## config.mk

```make
export PLATFORM = sky130hd
export DESIGN_NAME = link_port_arbiter
export DESIGN_NICKNAME = d
export VERILOG_FILES = /design/src/rtl/link_port_arbiter_pkg.sv /design/src/rtl/link_util_counter.sv /design/src/rtl/link_port_arbiter.sv
export SDC_FILE = /design/constraint.sdc
export NUM_CORES = 1
export LEC_CHECK = 0
export CAP_MARGIN = 20
export CORE_MARGIN = 1.5
export CORE_UTILIZATION = 45
export CTS_CLUSTER_SIZE = 12
export DETAILED_ROUTE_END_ITERATION = 16
export PLACE_DENSITY = 0.79
export SLEW_MARGIN = 10
export SYNTH_ARGS = -nofsm -noshare
export SYNTH_HDL_FRONTEND = slang
export SYNTH_HIERARCHICAL = 1
export SYNTH_SLANG_ARGS = --single-unit
```

## constraint.sdc

```tcl
create_clock -name clk -period 5.7 [get_ports clk]
set_input_delay 1.14 -clock clk [delete_from_list [all_inputs] [get_ports clk]]
set_output_delay 1.14 -clock clk [all_outputs]
set_load 0.01 [all_outputs]
```

## src/rtl/link_port_arbiter_pkg.sv

```systemverilog
// rtl/link_port_arbiter_pkg.sv - shared constants, state encoding and helpers for the link port arbiter
package link_port_arbiter_pkg;

  localparam int FLIT_SIZE = 32;

  localparam int NUM_REQ = 3;
  localparam int REQ_CW  = 0;
  localparam int REQ_CCW = 1;
  localparam int REQ_INJ = 2;

  localparam int UTIL_W = 8;

  typedef enum logic [0:0] {
    ARB_IDLE   = 1'b0,
    ARB_LOCKED = 1'b1
  } arb_state_e;

  function automatic logic [UTIL_W-1:0] sat_add(input logic [UTIL_W-1:0] a, input logic inc);
    sat_add = (inc && (a != {UTIL_W{1'b1}})) ? a + 1'b1 : a;
  endfunction

endpackage

```

## src/rtl/link_util_counter.sv

```systemverilog
// rtl/link_util_counter.sv - windowed per-class flit counters with saturating 8-bit results
module link_util_counter
  import link_port_arbiter_pkg::*;
#(
  parameter int WINDOW = 256
) (
  input  logic               clk,
  input  logic               rst,
  input  logic [NUM_REQ-1:0] inc,
  output logic [UTIL_W-1:0]  cw_util,
  output logic [UTIL_W-1:0]  ccw_util,
  output logic [UTIL_W-1:0]  inj_util
);

  localparam int CNT_W = (WINDOW > 1) ? $clog2(WINDOW) : 1;

  logic [CNT_W-1:0]  win_cnt;
  logic              win_end;
  logic [UTIL_W-1:0] acc    [NUM_REQ];
  logic [UTIL_W-1:0] util_q [NUM_REQ];

  assign win_end = (win_cnt == CNT_W'(WINDOW - 1));

  // The final cycle's flit is folded into the published value, then accumulation restarts.
  always_ff @(posedge clk) begin
    if (rst) begin
      win_cnt <= '0;
      for (int i = 0; i < NUM_REQ; i++) begin
        acc[i]    <= '0;
        util_q[i] <= '0;
      end
    end else begin
      win_cnt <= win_end ? '0 : win_cnt + 1'b1;
      for (int i = 0; i < NUM_REQ; i++) begin
        if (win_end) begin
          util_q[i] <= sat_add(acc[i], inc[i]);
          acc[i]    <= '0;
        end else begin
          acc[i] <= sat_add(acc[i], inc[i]);
        end
      end
    end
  end

  assign cw_util  = util_q[REQ_CW];
  assign ccw_util = util_q[REQ_CCW];
  assign inj_util = util_q[REQ_INJ];

endmodule

```

## src/rtl/link_port_arbiter.sv

```systemverilog
// rtl/link_port_arbiter.sv - wormhole round-robin credit-gated output link arbiter (option: BUBBLE_FLOW_EN)
module link_port_arbiter
  import link_port_arbiter_pkg::*;
#(
  parameter int FLIT_W  = FLIT_SIZE + 1,
  parameter int CREDITS = 4,
  parameter int WINDOW  = 256
) (
  input  logic                      clk,
  input  logic                      rst,
  input  logic [NUM_REQ-1:0]        req_valid,
  input  logic [NUM_REQ-1:0]        req_tail,
  input  logic [NUM_REQ*FLIT_W-1:0] req_flit,
  output logic [NUM_REQ-1:0]        req_ready,
  output logic [FLIT_W-1:0]         out_flit,
  output logic                      out_valid,
  input  logic                      credit_return,
  output logic [UTIL_W-1:0]         clockwise_util,
  output logic [UTIL_W-1:0]         counterclockwise_util,
  output logic [UTIL_W-1:0]         inject_util,
  output logic                      locked
);

  localparam logic [0:0] ST_IDLE   = ARB_IDLE;
  localparam logic [0:0] ST_LOCKED = ARB_LOCKED;

  logic [0:0]         state;
  logic [1:0]         owner;
  logic [1:0]         rr_ptr;
  logic [3:0]         credits;
  logic [3:0]         inj_need;
  logic [NUM_REQ-1:0] eligible;
  logic [1:0]         winner;
  logic               accept;
  logic               win_tail;
  logic [FLIT_W-1:0]  win_flit;

  // A fresh injected packet must leave one slot free so transit traffic can always drain.
`ifdef BUBBLE_FLOW_EN
  assign inj_need = 4'd2;
`else
  assign inj_need = 4'd1;
`endif

  always_comb begin
    eligible = '0;
    if (state == ST_LOCKED) begin
      if (credits != 4'd0) eligible[owner] = req_valid[owner];
    end else begin
      eligible[REQ_CW]  = req_valid[REQ_CW]  && (credits != 4'd0);
      eligible[REQ_CCW] = req_valid[REQ_CCW] && (credits != 4'd0);
      eligible[REQ_INJ] = req_valid[REQ_INJ] && (credits >= inj_need);
    end
  end

  // Descending scan so the candidate closest to rr_ptr is the last one written.
  always_comb begin
    int idx;
    idx    = 0;
    winner = rr_ptr;
    for (int k = NUM_REQ - 1; k >= 0; k--) begin
      idx = (int'(rr_ptr) + k) % NUM_REQ;
      if (eligible[idx]) winner = 2'(idx);
    end
  end

  assign accept    = |eligible;
  assign req_ready = accept ? (NUM_REQ'(1) << winner) : '0;
  assign win_tail  = req_tail[winner];
  assign win_flit  = req_flit[int'(winner)*FLIT_W +: FLIT_W];

  always_ff @(posedge clk) begin
    if (rst) begin
      state     <= ST_IDLE;
      owner     <= '0;
      rr_ptr    <= '0;
      credits   <= 4'(CREDITS);
      out_flit  <= '0;
      out_valid <= 1'b0;
    end else begin
      out_valid <= accept;
      if (accept) begin
        out_flit <= win_flit;
        if (win_tail) begin
          state  <= ST_IDLE;
          rr_ptr <= (winner == 2'(REQ_INJ)) ? 2'd0 : winner + 2'd1;
        end else begin
          state <= ST_LOCKED;
          owner <= winner;
        end
      end
      if (accept && !credit_return) begin
        credits <= credits - 4'd1;
      end else if (!accept && credit_return && (credits != 4'(CREDITS))) begin
        credits <= credits + 4'd1;
      end
    end
  end

  assign locked = (state == ST_LOCKED);

  link_util_counter #(.WINDOW(WINDOW)) u_util (
    .clk      (clk),
    .rst      (rst),
    .inc      (req_ready),
    .cw_util  (clockwise_util),
    .ccw_util (counterclockwise_util),
    .inj_util (inject_util)
  );

endmodule

```

Yosys cells after proc, flatten, opt, wreduce, memory -nomap -nowiden:

Memories as Yosys holds them, arrays and structs flattened.
Cells that the tools add are included.

* bits in registers: 51
* memory bits (writable): 48
* input port bits: 108
* output and inout bits: 62
* word-level logic and storage cells: 111
* memories: 2

* add/subtract/negate cells: 9
* multiply operators: 1
* div/mod/pow operators: 3
* order comparisons: 7
* eq/ne operators: 6
* shift-type cells: 2
* mux-type cells: 45
* bitwise gates (word level): 11
* reduce and logical (&&, ||, !) cells: 18

Memory list
* u_util.acc: words 3, width 8, read ports 3, clocked after memory_dff 0, write ports 3, RTL line link_util_counter.sv:19 `logic [UTIL_W-1:0] acc [NUM_REQ];`
* u_util.util_q: words 3, width 8, read ports 3, clocked after memory_dff 0, write ports 3, RTL line link_util_counter.sv:20 `logic [UTIL_W-1:0] util_q [NUM_REQ];`

Operator list (number)
* $shiftx A99 B9 Y33: 1
* $lt A32 B4 Y1 const B: 3
* $mux W8: 12
* $mod A32 B3 Y32 const B: 2
* $add A8 B1 Y8 const B: 4
* $mod A3 B3 Y32 const B: 1
* $ne A8 B8 Y1 const B: 3
* $mux W1: 18
* $bmux W1 S2: 5
* $logic_and A1 B1 Y1: 10
* $mux W3: 3
* $or A1 B1 Y1: 9
* $eq A8 B8 Y1 const B: 1
* $mul A2 B6 Y8 const B: 1
* $mux W2: 4
* $mux W4: 2
* $lt A2 B3 Y1 const B: 2
* $add A4 B1 Y4 const B: 1
* $ge A4 B1 Y1 const B: 1
* $ne A4 B3 Y1 const B: 1
* $reduce_and A2 Y1: 2
* $reduce_bool A4 Y1: 1
* $sub A4 B1 Y4 const B: 1
* $add A2 B1 Y3 const B: 1
* 12 further kinds: 13

Depth between registers and ports, before layout:

* word-level depth: 18
* gate-level depth with buffers: 15
* depth with buffers taken out: 13

Cells and area by module:

The synthesis kept the hierarchy.

Modules (own cells, without submodules)
* link_port_arbiter: instances 1, cells each 299, area each 2616.3 um^2, sequential area each 860.8 um^2
* link_util_counter: instances 1, cells each 220, area each 2553.7 um^2, sequential area each 1601.5 um^2

Least setup slack after synthesis:

No wires, ideal clock.

* path type: input -> output
* start: input port req_valid[0]
* end: output port req_ready[0]
* data arrival time: 2780 ps
* data required time: 4560 ps
* path slack: 1780 ps
* stages on the path: 7
* buffers on the path: 2
* cell sequence: clkbuf_1 > nand3_1 > a211oi_1 > a2bb2oi_1 > nor2_1 > buf_2 > nor3_1

* word-level cells in the longest chain between the ends: 13
* elaborated cells between the ends (all ways): 21
* classes of those cells: shift: 1; mux: 17; bitwise: 1; reduce/logical: 2

Ends and longest elaborated chain
* start, declared: RTL line link_port_arbiter.sv:11 `input logic [NUM_REQ-1:0] req_valid,`
* $bmux W1 S2: RTL line link_port_arbiter.sv:48 `if (credits != 4'd0) eligible[owner] = req_valid[owner];`
* $mux W1 (implied by the code): RTL line link_port_arbiter.sv:48
* $and A3 B3 Y3 (no source line)
* $mux W3: RTL line link_port_arbiter.sv:48
* $mux W3 *: RTL line link_port_arbiter.sv:47 `if (state == ST_LOCKED) begin`
* $bmux W1 S2: RTL line link_port_arbiter.sv:63 `if (eligible[idx]) winner = 2'(idx);`
* $mux W1 (implied by the code) (2 in series): RTL line link_port_arbiter.sv:63
* $mux W2 (3 in series): RTL line link_port_arbiter.sv:63
* $shl A1 B2 Y3: RTL line link_port_arbiter.sv:68 `assign req_ready = accept ? (NUM_REQ'(1) << winner) : '0;`
* $mux W3 *: RTL line link_port_arbiter.sv:68
* end, declared: RTL line link_port_arbiter.sv:14 `output logic [NUM_REQ-1:0] req_ready,`

Mark *: on every way between the ends. The rest lies on a longest branch, timed or not. The select of a mux whose other input is x is not followed.

Worst setup path after layout:

* start: input port req_valid[1]
* end: output port req_ready[1]

The elaborated chain is that of the path after synthesis.

==> impl_metrics.py <==
metrics = {
    "timing": {
        "rsz0062_at_grt": "no",
        "setup-tns-final_ns": 0,
        "period_share_pct": 90.8,
        "finalHoldViolations": 0,
        "drv_slew": 0,
        "fmax_mhz": 193,
        "slew_headroom_pct": 39.0,
        "skew_ns": 0.00965,
        "finalSetupViolations": 0,
        "worst_slew_pin_slew_ns": 0.916,
        "min_period_ns": 5.18,
    },
    "yosys": {
        "synthAdderAreaFrac_pct": 2.18,
        "ys_ff_latch": 99,
        "synth_compound_area_share_pct": 17.9,
        "ys_seq_area_share_pct": 47.6,
        "synthFlopType": "dfxtp_1",
        "synthDistinctLibCells": 59,
        "synthMuxAreaShare_pct": 8.13,
        "yosys.area_share.simple_pct": 16.3,
        "synth-edff-count": 48,
        "synth_xor_area_share_pct": 2.37,
        "synth_top_family_by_area": "compound AO/OA/AOI/OAI gates",
        "ys.warnings.count": 6,
        "synth_area_per_cell_um2": 9.96,
        "syn_inst": 519,
        "synthArstFlopShare_pct": 0,
        "synth_area_um2": 5170,
    },
    "finish": {
        "fillers": 899,
        "drive_above_1_share_pct": 5.77,
        "fin_nets": 822,
        "area_growth_pct": 41.7,
        "fin_util_pct": 66.4,
    },
    "setup_path": {
        "setup.worst_path.class": "input pin to output pin",
        "slowest_delay_ns": 0.69,
        "reg2reg_from": "credits[1]$_SDFFE_PP0P_",
        "timing.critical_path.mode_cell": "clkdlybuf4s50_1",
        "reg2reg_to": "u_util/util_q[0][5]$_SDFFCE_PN0P_",
        "reg2reg_setup_slack_ns": 1.76,
        "worstPathRequired_ns": 4.56,
        "crit_path_start_kind": "input pin",
        "arrival_ns": 4.04,
        "worst-path-buf-inv": 2,
        "critical-path-top-delay-family": "buffers and inverters",
        "reg2reg_depth": 12,
        "end_kind": "output pin",
        "path_depth": 7,
        "cp-startpoint": "req_valid[1]",
        "crit_fanout": 12,
        "crit_path_top_delay_cell": "nor2_2",
        "crit_end": "req_ready[1]",
        "crit_chain": "clkdlybuf4s50_1, o211ai_1, a22oi_1, o21ai_0, nor2_2, and2_1, clkdlybuf4s50_1",
    },
    "detailed_routing": {
        "drtIter0Drc": 350,
        "dr.pass1.iters": 6,
        "vias": 4706,
        "antenna_left": 0,
        "vias_per_cell": 5.53,
        "drcViolationCount": 0,
        "routedWlPerCell_um": 16.5,
        "postRouteWirelength_mm": 14.1,
    },
    "grt": {
        "grt_max_degree": 45,
        "grt_pass1_vias": 4670,
        "grt_use_total_pct": 23.3,
        "antenna_found_initial": 1,
        "grt_overflow": 0,
        "grt_first_pass_wirelength_mm": 21.6,
    },
    "cts": {
        "cts.path.max_buffers": 2,
        "cts_tree": "done",
        "cts_root_buf": "clkbuf_16",
        "ctsHoldBuffers": 0,
        "clk_pin_slew_ns": 0.07,
        "cts-htree-levels": 3,
        "postCtsSetupRepairBufs": 0,
        "post_cts_resized": 0,
        "cts_num_sinks": 99,
        "clock_latency_ns": 0.34,
        "cts-buffers-inserted": 9,
    },
    "pwr": {
        "p_total_uw": 3110,
        "pwr_density_cell_nw_per_um2": 425,
        "peakVddDrop_uv": 233,
        "p_leak_uw": 0.00272,
    },
    "floorplan": {
        "fp.dieH_um": 110,
        "start_util_pct": 46.9,
        "die_width_um": 110,
        "core_um2": 11000,
        "ios": 170,
        "rows": 38,
        "dieArea_um2": 12100,
    },
    "placed_design": {
        "io_buffer_count": 169,
        "place_congestion": 0.948,
        "hpwl_mm": 10.6,
    },
    "outcome": {
        "outcome": "completed",
    },
    "worst_hold_path": {
        "hold_class": "register to register",
        "worstHoldStart": "out_flit[31]$_SDFFE_PP0P_",
    },
    "run": {
        "max_cap_viol_count": 0,
    },
}
-- where the power goes --
part           internal [µW]  leakage [µW]  switching (µW)  total (µW)
Clock                    342      0.000141             257         599
Combinational            683       0.00169             821        1500
Sequential               900      0.000895             111        1010
-- cell families after synthesis --
| family | after synthesis |
|---|---|
| xor gates and xnor gates | 14 |
| adders and majority gates | 9 |
| other | 1 |
| buffers and inverters | 57 |
| and+or+nand+nor | 170 |
| AOI/OAI and AO/OA | 127 |
| DFF | 99 |
| muxes | 42 |
-- cell usage in the layout (no fill, tap or decap), drive strengths merged, types with 10 or more instances in the layout --
| cell | Yosys | final |
|---|---|---|
| conb | 1 | 24 |
| clkbuf | 11 | 12 |
| clkdlybuf4s50 | 0 | 169 |
| nand2 | 36 | 36 |
| o22ai | 17 | 17 |
| nor2 | 68 | 68 |
| nand3 | 19 | 19 |
| o21ai | 23 | 23 |
| edfxtp | 48 | 48 |
| a32oi | 18 | 18 |
| a21oi | 13 | 13 |
| xor2 | 10 | 10 |
| inv | 32 | 32 |
| mux2i | 42 | 42 |
| dfxtp | 51 | 51 |
| o221ai | 17 | 17 |
-- worst min-delay path by stage --
stage	endpoint	slack [ns]	cells after the start
after floorplan	u_util/win_cnt[0]$_SDFF_PN0_	0.44	1
after global placement	out_flit[30]$_SDFFE_PP0P_	0.44	2
after detailed placement	out_flit[31]$_SDFFE_PP0P_	0.45	2
after CTS	out_flit[31]$_SDFFE_PP0P_	0.47	2
after global routing	out_flit[30]$_SDFFE_PP0P_	0.50	2
final	out_flit[31]$_SDFFE_PP0P_	0.47	2
-- layer usage --
metal	wire length, µm	up-vias	part of all wire (%)	track usage [%]
met3	1170	35	8.3	6.76
met5	0	-	0	0
li1	-	2291	-	-
met2	7100	200	50	40.9
met4	407	0	2.9	12.0
met1	5400	2180	38	25.5
-- final cells by class --
cell class / instances / area (µm²) / share of cell area, %
multi-input combinational: 386 / 2530 / 34.5
sequential: 99 / 2460 / 33.6
timing repair buffer: 177 / 1750 / 23.9
clock buffer: 12 / 236 / 3.23
tap: 140 / 175 / 2.39
inverter: 32 / 120 / 1.64
clock inverter: 4 / 52.6 / 0.717
antenna: 1 / 2.50 / 0.0341
-- stage by stage --
stage	setup slack [ns]	cells	hold WS, ns	area [µm²]
detailed placement	0.578	834	0.446	7040
floorplan	1.78	542	0.442	5260
global route	0.318	851	0.504	7330
CTS	0.557	850	0.472	7330
finish	0.525	851	0.471	7330
global placement	0.697	833	0.443	7030
-- worst reg2reg max path, delay by kind of cell (launching register included) --
kind | cells | cell delay (ns)
XOR/XNOR | 1 | 0.22
adder cells (fa/ha/maj) | 1 | 0.21
flip-flops | 1 | 0.42
buffers and inverters | 1 | 0.11
AND/OR/NAND/NOR | 5 | 1.78
AO/OA/AOI/OAI | 4 | 0.92
-- sequential cells by signal (all words and copies together) (netlist names) --
register        count
u_util/util_q      24
out_valid           1
locked              1
owner               2
u_util/acc         24
rr_ptr              2
u_util/win_cnt      8
out_flit           33
credits             4
-- synth_stat cells, drive strengths merged (9+ instances only) --
library cell  count  area, µm²
nor2             68        273
xor2             10       87.6
mux2i            42        420
dfxtp            51       1020
o221ai           17        149
edfxtp           48       1440
a21oi            13       68.8
o21ai            23        115
buf              14        119
clkbuf           11       41.3
a32oi            18        158
nand2            36        135
nand3            19        105
ha                9        113
o22ai            17        106
inv              32        120
o211ai            9       67.6
(Power assumes the default switching activity.)
